### src/rtl/designbench_run_ctrl_if.sv
// rtl/designbench_run_ctrl_if.sv - harness-side bundle of the benchmark run sequencer
//
// Signals:
//   start      harness -> ctrl   begin a run (honoured only in IDLE)
//   dut_done   harness -> ctrl   DUT completion level (honoured only in MEASURE)
//   dut_rst_n  ctrl -> harness   active-low reset for the DUT
//   measuring  ctrl -> harness   high while in MEASURE
//   trace_on   ctrl -> harness   waveform dump enable
//   finished   ctrl -> harness   high in DONE
//   timed_out  ctrl -> harness   MEASURE ended on the cycle limit
//   cycles     ctrl -> harness   measured cycle count (CNT_W bits)
//   state      ctrl -> harness   IDLE=0 RESET=1 WARMUP=2 MEASURE=3 DRAIN=4 DONE=5
// Modports: master = harness/testbench side, slave = run controller side.

interface designbench_run_ctrl_if #(
    parameter int CNT_W = 64
);
    logic             start;
    logic             dut_done;
    logic             dut_rst_n;
    logic             measuring;
    logic             trace_on;
    logic             finished;
    logic             timed_out;
    logic [CNT_W-1:0] cycles;
    logic [2:0]       state;

    modport master (
        output start, dut_done,
        input  dut_rst_n, measuring, trace_on, finished, timed_out, cycles, state
    );

    modport slave (
        input  start, dut_done,
        output dut_rst_n, measuring, trace_on, finished, timed_out, cycles, state
    );
endinterface

### src/rtl/designbench_run_ctrl.sv
// rtl/designbench_run_ctrl.sv - benchmark run sequencer: DUT reset, warmup, measured window, drain, done
//
// Ports:
//   clk    main benchmark clock
//   rst_n  asynchronous active-low reset
//   bus    designbench_run_ctrl_if.slave (start/dut_done in; dut_rst_n, measuring,
//          trace_on, finished, timed_out, cycles, state out; all outputs registered)
// Optional feature macro: DESIGNBENCH_TRACE_WINDOW_EN
//   defined   -> trace_on limited to measured indices [TRACE_START, TRACE_START+TRACE_LEN)
//   undefined -> trace_on follows measuring

module designbench_run_ctrl #(
    parameter int                CNT_W         = 64,
    parameter longint unsigned   RESET_CYCLES  = 16,
    parameter longint unsigned   WARMUP_CYCLES = 100,
    parameter longint unsigned   MAX_CYCLES    = 1000000,
    parameter longint unsigned   DRAIN_CYCLES  = 8,
    parameter longint unsigned   TRACE_START   = 0,
    parameter longint unsigned   TRACE_LEN     = 1000
) (
    input  logic                   clk,
    input  logic                   rst_n,
    designbench_run_ctrl_if.slave  bus
);

    typedef enum logic [2:0] {
        S_IDLE    = 3'd0,
        S_RESET   = 3'd1,
        S_WARMUP  = 3'd2,
        S_MEASURE = 3'd3,
        S_DRAIN   = 3'd4,
        S_DONE    = 3'd5
    } state_t;

    // Parameter sanity: zero-length RESET/MEASURE phases are meaningless, and every
    // length must be representable in the counter width.
    if (RESET_CYCLES < 64'd1) begin : g_bad_reset
        $error("RESET_CYCLES must be >= 1");
    end
    if (MAX_CYCLES < 64'd1) begin : g_bad_max
        $error("MAX_CYCLES must be >= 1");
    end
    if (CNT_W < 64) begin : g_fit
        if (((RESET_CYCLES | WARMUP_CYCLES | MAX_CYCLES | DRAIN_CYCLES
              | TRACE_START | TRACE_LEN) >> CNT_W) != 64'd0) begin : g_too_wide
            $error("length parameter does not fit in CNT_W bits");
        end
    end

    localparam logic [CNT_W-1:0] ONE         = {{(CNT_W-1){1'b0}}, 1'b1};
    localparam logic [CNT_W-1:0] RESET_LAST  = CNT_W'(RESET_CYCLES - 64'd1);
    localparam logic [CNT_W-1:0] WARMUP_LAST = CNT_W'(WARMUP_CYCLES - 64'd1);
    localparam logic [CNT_W-1:0] DRAIN_LAST  = CNT_W'(DRAIN_CYCLES - 64'd1);
    localparam logic [CNT_W-1:0] MAX_COUNT   = CNT_W'(MAX_CYCLES);
    localparam bit               SKIP_WARMUP = (WARMUP_CYCLES == 64'd0);
    localparam bit               SKIP_DRAIN  = (DRAIN_CYCLES == 64'd0);

    state_t           state_q;
    state_t           next_state;
    logic [CNT_W-1:0] phase_cnt;
    logic [CNT_W-1:0] cycles_q;
    logic [CNT_W-1:0] cycles_inc;
    logic             hit_max;
    logic             trace_hit;
    logic             dut_rst_n_q;
    logic             measuring_q;
    logic             trace_on_q;
    logic             finished_q;
    logic             timed_out_q;

    // cycles counts the current MEASURE cycle on its closing edge, so the limit
    // is reached when the incremented value equals MAX_CYCLES.
    assign cycles_inc = cycles_q + ONE;
    assign hit_max    = (cycles_inc == MAX_COUNT);

`ifdef DESIGNBENCH_TRACE_WINDOW_EN
    localparam logic [CNT_W-1:0] TRACE_FIRST = CNT_W'(TRACE_START);
    localparam logic [CNT_W:0]   TRACE_END   = {1'b0, TRACE_FIRST} + {1'b0, CNT_W'(TRACE_LEN)};

    // Index of the MEASURE cycle that follows this edge: either the first one
    // (cycles still 0) or the one after the current cycle.
    logic [CNT_W-1:0] trace_idx;
    assign trace_idx = (state_q == S_MEASURE) ? cycles_inc : cycles_q;
    assign trace_hit = (trace_idx >= TRACE_FIRST) && ({1'b0, trace_idx} < TRACE_END);
`else
    assign trace_hit = 1'b1;
`endif

    always_comb begin
        next_state = state_q;
        case (state_q)
            S_IDLE:    if (bus.start) next_state = S_RESET;
            S_RESET:   if (phase_cnt == RESET_LAST)
                           next_state = SKIP_WARMUP ? S_MEASURE : S_WARMUP;
            S_WARMUP:  if (phase_cnt == WARMUP_LAST) next_state = S_MEASURE;
            // dut_done and the limit are a single exit condition; timed_out
            // below gives dut_done priority when both land together.
            S_MEASURE: if (bus.dut_done || hit_max)
                           next_state = SKIP_DRAIN ? S_DONE : S_DRAIN;
            S_DRAIN:   if (phase_cnt == DRAIN_LAST) next_state = S_DONE;
            S_DONE:    next_state = S_DONE;
            default:   next_state = S_IDLE;
        endcase
    end

    always_ff @(posedge clk or negedge rst_n) begin
        if (!rst_n) begin
            state_q     <= S_IDLE;
            phase_cnt   <= '0;
            cycles_q    <= '0;
            dut_rst_n_q <= 1'b0;
            measuring_q <= 1'b0;
            trace_on_q  <= 1'b0;
            finished_q  <= 1'b0;
            timed_out_q <= 1'b0;
        end else begin
            state_q <= next_state;

            if (next_state != state_q) begin
                phase_cnt <= '0;
            end else if (state_q == S_RESET || state_q == S_WARMUP || state_q == S_DRAIN) begin
                phase_cnt <= phase_cnt + ONE;
            end

            if (state_q == S_MEASURE) begin
                cycles_q    <= cycles_inc;
                timed_out_q <= hit_max && !bus.dut_done;
            end

            dut_rst_n_q <= !(next_state == S_IDLE || next_state == S_RESET);
            measuring_q <= (next_state == S_MEASURE);
            trace_on_q  <= (next_state == S_MEASURE) && trace_hit;
            finished_q  <= (next_state == S_DONE);
        end
    end

    assign bus.state     = state_q;
    assign bus.dut_rst_n = dut_rst_n_q;
    assign bus.measuring = measuring_q;
    assign bus.trace_on  = trace_on_q;
    assign bus.finished  = finished_q;
    assign bus.timed_out = timed_out_q;
    assign bus.cycles    = cycles_q;

endmodule
### src/flat_wrapper.sv
// flat-port wrapper written by rule: the top's interface ports become plain ports
module designbench_run_ctrl_flat 
#(
    parameter int                CNT_W         = 64,
    parameter longint unsigned   RESET_CYCLES  = 16,
    parameter longint unsigned   WARMUP_CYCLES = 100,
    parameter longint unsigned   MAX_CYCLES    = 1000000,
    parameter longint unsigned   DRAIN_CYCLES  = 8,
    parameter longint unsigned   TRACE_START   = 0,
    parameter longint unsigned   TRACE_LEN     = 1000
)
  (clk, rst_n, bus_start, bus_dut_done, bus_dut_rst_n, bus_measuring, bus_trace_on, bus_finished, bus_timed_out, bus_cycles, bus_state);
  designbench_run_ctrl_if #(.CNT_W(CNT_W)) bus_i ();
  input  logic clk;
  input  logic rst_n;
  input wire logic [$bits(bus_i.start)-1:0] bus_start;
  input wire logic [$bits(bus_i.dut_done)-1:0] bus_dut_done;
  output wire logic [$bits(bus_i.dut_rst_n)-1:0] bus_dut_rst_n;
  output wire logic [$bits(bus_i.measuring)-1:0] bus_measuring;
  output wire logic [$bits(bus_i.trace_on)-1:0] bus_trace_on;
  output wire logic [$bits(bus_i.finished)-1:0] bus_finished;
  output wire logic [$bits(bus_i.timed_out)-1:0] bus_timed_out;
  output wire logic [$bits(bus_i.cycles)-1:0] bus_cycles;
  output wire logic [$bits(bus_i.state)-1:0] bus_state;
  assign bus_i.start = bus_start;
  assign bus_i.dut_done = bus_dut_done;
  assign bus_dut_rst_n = bus_i.dut_rst_n;
  assign bus_measuring = bus_i.measuring;
  assign bus_trace_on = bus_i.trace_on;
  assign bus_finished = bus_i.finished;
  assign bus_timed_out = bus_i.timed_out;
  assign bus_cycles = bus_i.cycles;
  assign bus_state = bus_i.state;
  designbench_run_ctrl #(.CNT_W(CNT_W), .RESET_CYCLES(RESET_CYCLES), .WARMUP_CYCLES(WARMUP_CYCLES), .MAX_CYCLES(MAX_CYCLES), .DRAIN_CYCLES(DRAIN_CYCLES), .TRACE_START(TRACE_START), .TRACE_LEN(TRACE_LEN)) u_core (.clk(clk), .rst_n(rst_n), .bus(bus_i));
endmodule
### config.mk
export PLATFORM = sky130hd
export DESIGN_NAME = designbench_run_ctrl_flat
export DESIGN_NICKNAME = d
export VERILOG_FILES = /design/src/rtl/designbench_run_ctrl_if.sv /design/src/rtl/designbench_run_ctrl.sv /design/src/flat_wrapper.sv
export SDC_FILE = /design/constraint.sdc
export NUM_CORES = 1
export LEC_CHECK = 0
export ABC_AREA = 1
export ABC_CLOCK_PERIOD_IN_PS = 5100
export BUFFER_PORTS_ARGS = -buffer_cell sky130_fd_sc_hd__buf_2
export CAP_MARGIN = 20
export CORE_MARGIN = 5
export CORE_UTILIZATION = 55
export DETAILED_ROUTE_END_ITERATION = 16
export HOLD_SLACK_MARGIN = 0.15
export PLACE_DENSITY = 0.74
export SYNTH_ARGS = -nofsm -noshare
export SYNTH_HDL_FRONTEND = slang
export SYNTH_SLANG_ARGS = --single-unit
### constraint.sdc
create_clock -name clk -period 5.1 [get_ports clk]
set_clock_uncertainty 0.05 [all_clocks]
set_input_delay 0.255 -clock clk [delete_from_list [all_inputs] [get_ports clk]]
set_output_delay 0.255 -clock clk [all_outputs]
set_load 0.01 [all_outputs]
==> key figures, run 1 <==
Drt
  – Drc violations: 0
  – Met2 wire length: 12,500 um
  – Drt first-iter violations: 520
  – Met1 wire length: 11,200 um
  – DR WL/cell: 16.4 um
  – Pre-Repair DR Iteration Count: 5
  – Final wirelength: ~26,000 um
  – WL met3: ~1500 um
  – Vias: 8,721
  – Top routing layer used: met4
  – Routed Antenna Nets: 0
  – Vias/cell: 5.42

Pwr
  – Peak supply drop: 0.000323 V
  – Power Density: 310 mW/mm^2
  – Sw Ratio: 34.4%
  – Power Total: 3.29 mW
  – Combinational share of power: a little over a fifth
  – Int Pwr: 2.16 mW
  – Clock network power share: a little over two fifths
  – Sw Pwr: roughly 1.1 mW
  – Seq pwr share: 36.8%
  – Leak: 4.38 nW

Yosys
  – Flops & latches, synth: ~140
  – Most used DFF post-synth: dfrtp_1
  – Post-synth EDFFs: 0
  – Yosys cell types: 40
  – Syn avg cell area: just over 7 sq um
  – Largest cells by area after synthesis: dfrtp_1 (36%), nand2_1 (14%), nor2_4 (8.0%), nor2_1 (7.6%), xor2_1 (6.0%)
  – Post-Syn Nets: 1,304
  – Warnings, synthesis: 0
  – Ys async rst share: 100%
  – Count leader, synth: nand2_1
  – Area leader, netlist: dfrtp_1
  – Post-synth top cells: nand2_1 (349), nor2_1 (192), inv_1 (144)
  – Synth Instances: 1,298
  – Post-synthesis cell area: 0.00943 sq mm
  – Synth top area share: 35.8%
  – Sequential area share after synthesis: 35.8%

Global route
  – First-pass GRT wire length: 43,200 um
  – Vias in the first global route: 8,424
  – Pin count of the biggest net entering global routing: between 90 and 100
  – Grt ovf: 0
  – Initial antenna violation count: 0
  – Total global-route track usage: 27.3%

Critical path
  – Worst Path Max Fanout: 64
  – CP Launch Type: flip-flop
  – Reg2reg end: u_core.phase_cnt[63]$_DFFE_PN0P_
  – Crit path to: u_core.phase_cnt[63]$_DFFE_PN0P_
  – Crit Path Class: flip-flop to flip-flop
  – Worst reg2reg path startpoint: u_core.bus.cycles[0]$_DFFE_PN0P_
  – Worst R2R Path Depth: 19
  – Worst setup path startpoint: u_core.bus.cycles[0]$_DFFE_PN0P_
  – CP arrival: 3.91 ns
  – Endpoint class of the critical path: flip-flop
  – Flop-to-flop setup slack: 1.41 ns
  – CP required: approximately 5.3 ns

Final layout
  – Finished Layout Cells: 1,608
  – Layout cells sized above 1: 15.4%
  – Area delta synth->final: 12.4%
  – Antenna Cells: 0
  – Net count, final: ~1,400

STA
  – Final min period: about 3.7 ns
  – Setup ws final: 1.41 ns
  – Total Negative Setup Slacks: 0 ns
  – Peak Freq: 0.271 GHz
  – Final slew viol count: 0
  – Final setup vio count: 0
  – Tcrit/Tclk final: 72.4%
  – Max_slew headroom: 29.9%
  – Worst-margin pin slew: 1.05 ns
  – Hold Vio Cnt, Final: 0
  – Hold Slack: between 0.2 and 0.3 ns
  – RSZ-0062 raised after global routing: no

Place
  – DP Wirelength: 20,200 um
  – Worst slack, placed: 1.43 ns
  – I/O Buffers: 75
  – GP Congestion: 1.09
  – Post-Place Cells: 1,574

Die
  – Initial Util: 56.5%
  – Total core area: 0.0167 sq mm
  – Die area: just under 0.02 sq mm
  – Row count: 47
  – Die Wd: 141 um
  – Die H: between 100 and 150 um
  – I/O pin cnt: 76

Flow run
  – Max-cap check violation count: 0

Clock network
  – Post-CTS sizing: 0
  – Setup Buffers After CTS: 0
  – Max Root-Sink Buffers: 2
  – CTS tree: done
  – Clock sink count: 135
  – Cts hold-fix bufs: 2
  – Clock-pin slew on the worst setup and hold paths: 0.06 ns
  – Skew-Pair Late Insertion Delay: 0.42 ns
  – CTS root buffer: clkbuf_16
  – Clock buffer count from CTS: 17
  – H-tree Lvls: 4

Status
  – Status: finished, final reports clean

Min path
  – Class of the worst hold path: input pin to flip-flop
placed cells by master (no fill, tap or decap), types with 4 or more instances in the layout:
cell type / instances
nand2_2: 10
bufinv_16: 5
inv_1: 144
nand3_1: 67
nand2_1: 349
nor2_2: 12
nor4_1: 27
nor2_4: 68
nand4_1: 32
buf_2: 74
nor2_1: 192
clkbuf_16: 17
o21ai_0: 62
nand3b_1: 7
xnor2_1: 23
buf_4: 4
nand2_4: 5
o21ai_1: 13
a31oi_1: 6
xor2_1: 65
nor3_1: 32
dfrtp_1: 135
registers in the layout (all words and copies together), names as in the netlist:
register and flops:
u_core.bus.dut_rst_n 1, u_core.bus.measuring 1, u_core.bus.timed_out 1, u_core.bus.state 3, u_core.bus.cycles 64, u_core.bus.finished 1
u_core.phase_cnt 64
critical path, stage by stage (launching register included):
cell	delay, ns
dfrtp_1	0.42
ha_1	0.23
nand2_2	0.08
nor2_4	0.14
nand3_1	0.22
inv_2	0.17
nand3_1	0.20
xor2_1	0.21
inv_1	0.07
nand2_1	0.11
nor2_1	0.14
nand2_1	0.09
nor2_2	0.14
nand2_2	0.08
nand2_1	0.09
nand2_1	0.05
nand2_1	0.10
nor2_2	0.06
nand2_8	0.71
nor2_1	0.06
per-stage QoR:
step / cell area [sq um] / utilization, %
floorplan: 9430 / -
global placement: 9940 / 59.5
detailed placement: 9940 / 59.5
CTS: 10600 / 63.5
global route: 10600 / 63.5
finish: 10600 / 63.5
worst min path at each step:
stage | startpoint | endpoint | slack [ns] | cells past startpoint
3_5_place_dp | rst_n | u_core.bus.cycles[16]$_DFFE_PN0P_ | 0.35 | 1
6_report | bus_start | u_core.bus.state[0]$_DFF_PN0_ | 0.28 | 4
2_1_floorplan | rst_n | u_core.bus.cycles[0]$_DFFE_PN0P_ | -0.09 | 0
3_3_place_gp | rst_n | u_core.bus.cycles[9]$_DFFE_PN0P_ | 0.34 | 1
4_1_cts | bus_start | u_core.bus.state[0]$_DFF_PN0_ | 0.27 | 4
5_1_grt | bus_start | u_core.bus.state[0]$_DFF_PN0_ | 0.31 | 4
cell type report:
cell class                      count  area, sq um
Fill cell                        1554         6100
Multi-Input combinational cell    994         5320
Sequential cell                   135         3380
Inverter                          146          548
Clock buffer                       20          447
Timing Repair Buffer               81          432
Tap cell                          220          275
Clock inverter                     12          200
power groups by stage:
stage          logic (mW)  registers (mW)  clock network (mW)
4_1_cts             0.718            1.21                1.38
5_1_grt             0.774            1.22                1.43
2_1_floorplan       0.690            1.22                   0
3_3_place_gp        0.705            1.22                   0
6_report            0.708            1.21                1.37
3_5_place_dp        0.714            1.22                   0
layer usage:
layer  track usage, %  up-vias
li1                 -     4298
met1             35.4     4028
met2             45.2      323
met3             3.93       72
met4             13.0        0
met5                0        -
cell families (layout without fill, tap and decap cells):
group | Yosys count | count (layout) | share of synthesized area [%]
AO/OA/AOI/OAI | 90 | 90 | 5.09
XOR/XNOR | 89 | 89 | 8.34
adder cells (fa/ha/maj) | 2 | 2 | 0.265
buffers and inverters | 169 | 259 | 7.81
flip-flops | 135 | 135 | 35.8
multiplexers | 1 | 1 | 0.106
AND/OR/NAND/NOR | 812 | 812 | 42.6
Power figures use the tool's default switching activity.
==> inputs of run 2 (changes only) <==
- ABC_AREA: 1 -> 0
- ABC_CLOCK_PERIOD_IN_PS: 5100 -> 3800
- PLACE_DENSITY: 0.74 -> 0.75
- clock period: 5.1 -> 3.8 ns (I/O delays scaled with it)
==> run 2 against run 1 <==
Maximum frequency decreased by 0.21%; largest power group unchanged; cell count is 16% lower; flip-flop and latch count unchanged.
==> key figures, run 2 <==
Status
  – Status: finished, final reports clean

Drt
  – Drt first-iter violations: 691 (+33%)
  – Vias/cell: 5.94 (+9.5%)
  – Pre-Repair DR Iteration Count: 5 (unchanged)
  – Final wirelength: 23,600 um (-10%)
  – Drc violations: 0 (unchanged)
  – Vias: 8,012 (-8.1%)
  – DR WL/cell: 17.5 um (+7.1%)
  – Routed Antenna Nets: 0 (unchanged)

STA
  – Peak Freq: 0.270 GHz (-0.21%)
  – Hold Vio Cnt, Final: 0 (unchanged)
  – Hold Slack: 0.220 ns (-0.0626 ns)
  – Max_slew headroom: 35.7% (+5.8 points)
  – Worst-margin pin slew: 0.964 ns (-0.0873 ns)
  – Tcrit/Tclk final: 97.3% (+25 points)
  – Final slew viol count: 0 (unchanged)
  – Final min period: 3.70 ns (+0.00766 ns)
  – Final setup vio count: 0 (unchanged)

Yosys
  – Post-synth EDFFs: 0 (unchanged)
  – Yosys cell types: 57 (+43%)
  – Post-synth top cells: nand2_1 (195), dfrtp_1 (135), xnor2_1 (83)
  – Count leader, synth: nand2_1
  – Synth top area share: 39.4% (+3.6 points)
  – Post-Syn Nets: 1,040 (-20%)
  – Synth Instances: 1,034 (-20%)
  – Sequential area share after synthesis: 39.4% (+3.6 points)
  – Ys async rst share: 100% (unchanged)
  – Syn avg cell area: 8.29 sq um (+14%)
  – Flops & latches, synth: 135 (unchanged)
  – Largest cells by area after synthesis: dfrtp_1 (39%), nand2_1 (8.5%), xnor2_1 (8.5%), xor2_1 (6.8%), nand4_1 (4.1%)
  – Most used DFF post-synth: dfrtp_1
  – Warnings, synthesis: 0 (unchanged)
  – Post-synthesis cell area: 0.00857 sq mm (-9.2%)
  – Area leader, netlist: dfrtp_1

Final layout
  – Fill count: 1,256 (-19%)
  – Area delta synth->final: 17.1%
  – Commonest non-fill, non-tap cell in the layout: nand2_1
  – Net count, final: 1,131 (-18%)
  – Commonest non-fill, non-tap cells in the layout: nand2_1 (195), dfrtp_1 (134), xnor2_1 (83)
  – Antenna Cells: 0 (unchanged)
  – Layout cells sized above 1: 17.2% (+1.8 points)

Critical path
  – Crit-path cells: nand4_2 -> or4_4 -> or4_4 -> o21a_1 -> or4_1 -> a2111oi_1 -> and4_2 -> buf_12 -> o21ai_0
  – Worst Path Max Fanout: 54 (-16%)
  – Endpoint class of the critical path: flip-flop
  – CP arrival: 3.93 ns (+0.02 ns)
  – Cell mode on critical path: or4_4
  – CP peak stage delay: 0.59 ns (-0.12 ns)
  – CP required: 4.04 ns (-1.28 ns)
  – Critical path's slowest cell: or4_4
  – Crit Path Class: flip-flop to flip-flop
  – CP Launch Type: flip-flop

Die
  – Die area: 0.0182 sq mm (-8.5%)
  – Row count: 45 (-4.3%)
  – Total core area: 0.0153 sq mm (-8.6%)
  – Die H: 135 um (-4.4%)
  – Die Wd: 135 um (-4.4%)
  – Initial Util: 56.2% (-0.32 points)
  – I/O pin cnt: 76 (unchanged)

Global route
  – Grt ovf: 0 (unchanged)
  – Total global-route track usage: 26.5% (-0.87 points)
  – Pin count of the biggest net entering global routing: 107 (+18%)
  – Vias in the first global route: 7,844 (-6.9%)
  – Initial antenna violation count: 0 (unchanged)
  – First-pass GRT wire length: 38,900 um (-10%)

Clock network
  – Clock buffer count from CTS: 17 (unchanged)
  – Clock sink count: 135 (unchanged)
  – Setup Buffers After CTS: 0 (unchanged)
  – CTS tree: done
  – Clock-pin slew on the worst setup and hold paths: 0.06 ns (about the same)
  – Skew-Pair Late Insertion Delay: 0.43 ns (about the same)
  – Max Root-Sink Buffers: 2 (unchanged)
  – H-tree Lvls: 4 (unchanged)
  – CTS root buffer: clkbuf_16

Pwr
  – Power Density: 404 mW/mm^2 (+30%)
  – Sw Ratio: 30.3% (-4.1 points)
  – Seq pwr share: 39.5% (+2.7 points)
  – Int Pwr: 2.83 mW (+31%)
  – Sw Pwr: 1.23 mW (+8.7%)
  – Power Total: 4.06 mW (+23%)
  – Peak supply drop: 0.000365 V (+13%)
  – Combinational share of power: 18.7% (-2.8 points)
  – Clock network power share: 41.7% (about the same)
  – Leak: 4.45 nW (+1.5%)

Place
  – GP Congestion: 0.972 (-10%)
  – I/O Buffers: 75 (unchanged)
  – DP Wirelength: 16,600 um (-18%)

Min path
  – Class of the worst hold path: input pin to flip-flop

Flow run
  – Max-cap check violation count: 0 (unchanged)
[run 2: what timing repair did]
action	in CTS	in global routing
gates resized for setup	0	5
endpoints found under the hold margin	109	0
setup endpoints to repair	0	64
hold buffers	2	0
[run 2: power by group through the flow]
stage / Combinational [mW] / Clock [mW] / Sequential (mW)
2_1_floorplan: 0.495 / 0 / 1.62
3_3_place_gp: 0.739 / 0 / 1.63
3_5_place_dp: 0.754 / 0 / 1.63
4_1_cts: 0.759 / 1.71 / 1.60
5_1_grt: 0.844 / 1.77 / 1.62
6_report: 0.761 / 1.69 / 1.60
[run 2: stage by stage]
step	setup TNS (ns)	utilization (%)	instance area (sq um)	instances	setup WS, ns
detailed placement	0	61.5	9390	1315	0.0570
global route	-0.180	65.8	10000	1349	-0.0255
floorplan	0	-	8570	1034	0.0456
global placement	0	61.5	9390	1315	0.152
finish	0	65.8	10000	1349	0.102
CTS	0	65.7	10000	1349	0.0184
[run 2: worst paths after layout]
kind	startpoint	end	slack, ns	depth (start not counted)
worst min register to register	u_core.bus.timed_out$_DFFE_PN0P_	u_core.bus.timed_out$_DFFE_PN0P_	0.46	1
max in group asynchronous	rst_n	u_core.bus.cycles[15]$_DFFE_PN0P_	2.29	3
worst max register to register	u_core.bus.cycles[12]$_DFFE_PN0P_	u_core.phase_cnt[22]$_DFFE_PN0P_	0.10	9
min in group asynchronous	rst_n	u_core.phase_cnt[14]$_DFFE_PN0P_	0.39	2
worst min-delay path	bus_start	u_core.bus.state[0]$_DFF_PN0_	0.22	4
worst max-delay path	u_core.bus.cycles[12]$_DFFE_PN0P_	u_core.phase_cnt[22]$_DFFE_PN0P_	0.10	9
[run 2: per-layer routing]
metal  global-route usage [%]  wire (um)  vias up
met3                     5.33       1290       87
met4                     12.2        983        0
li1                         -          -     3821
met1                     32.9       9850     3771
met5                        0          0        -
met2                     44.4      11500      333
[run 2: final cells by class]
type                    instances  area, sq um  area share (%)
repair buffers                137          877            8.74
well taps                     211          264            2.63
clock buffers                  22          494            4.92
clock inverters                10          118            1.17
flip-flops and latches        135         3380            33.7
inverters                      15         56.3           0.561
multi-input cells             819         4850            48.3
[run 2: logic make-up (layout without fill, tap and decap cells)]
group | Yosys count | count (layout) | share of synthesized area, %
simple gates | 545 | 545 | 31.5
xor+xnor | 150 | 150 | 15.3
flops | 135 | 135 | 39.4
compound gates | 116 | 116 | 8.35
buf+inv | 80 | 184 | 4.35
mux | 6 | 6 | 0.730
fa+ha+maj | 2 | 2 | 0.292
[run 2: critical path: cells and delay by family, from the launching register on]
kind	cells	cell delay [ns]
AOI/OAI and AO/OA	3	0.67
DFF	1	0.43
and+or+nand+nor	5	2.16
buffers and inverters	1	0.24
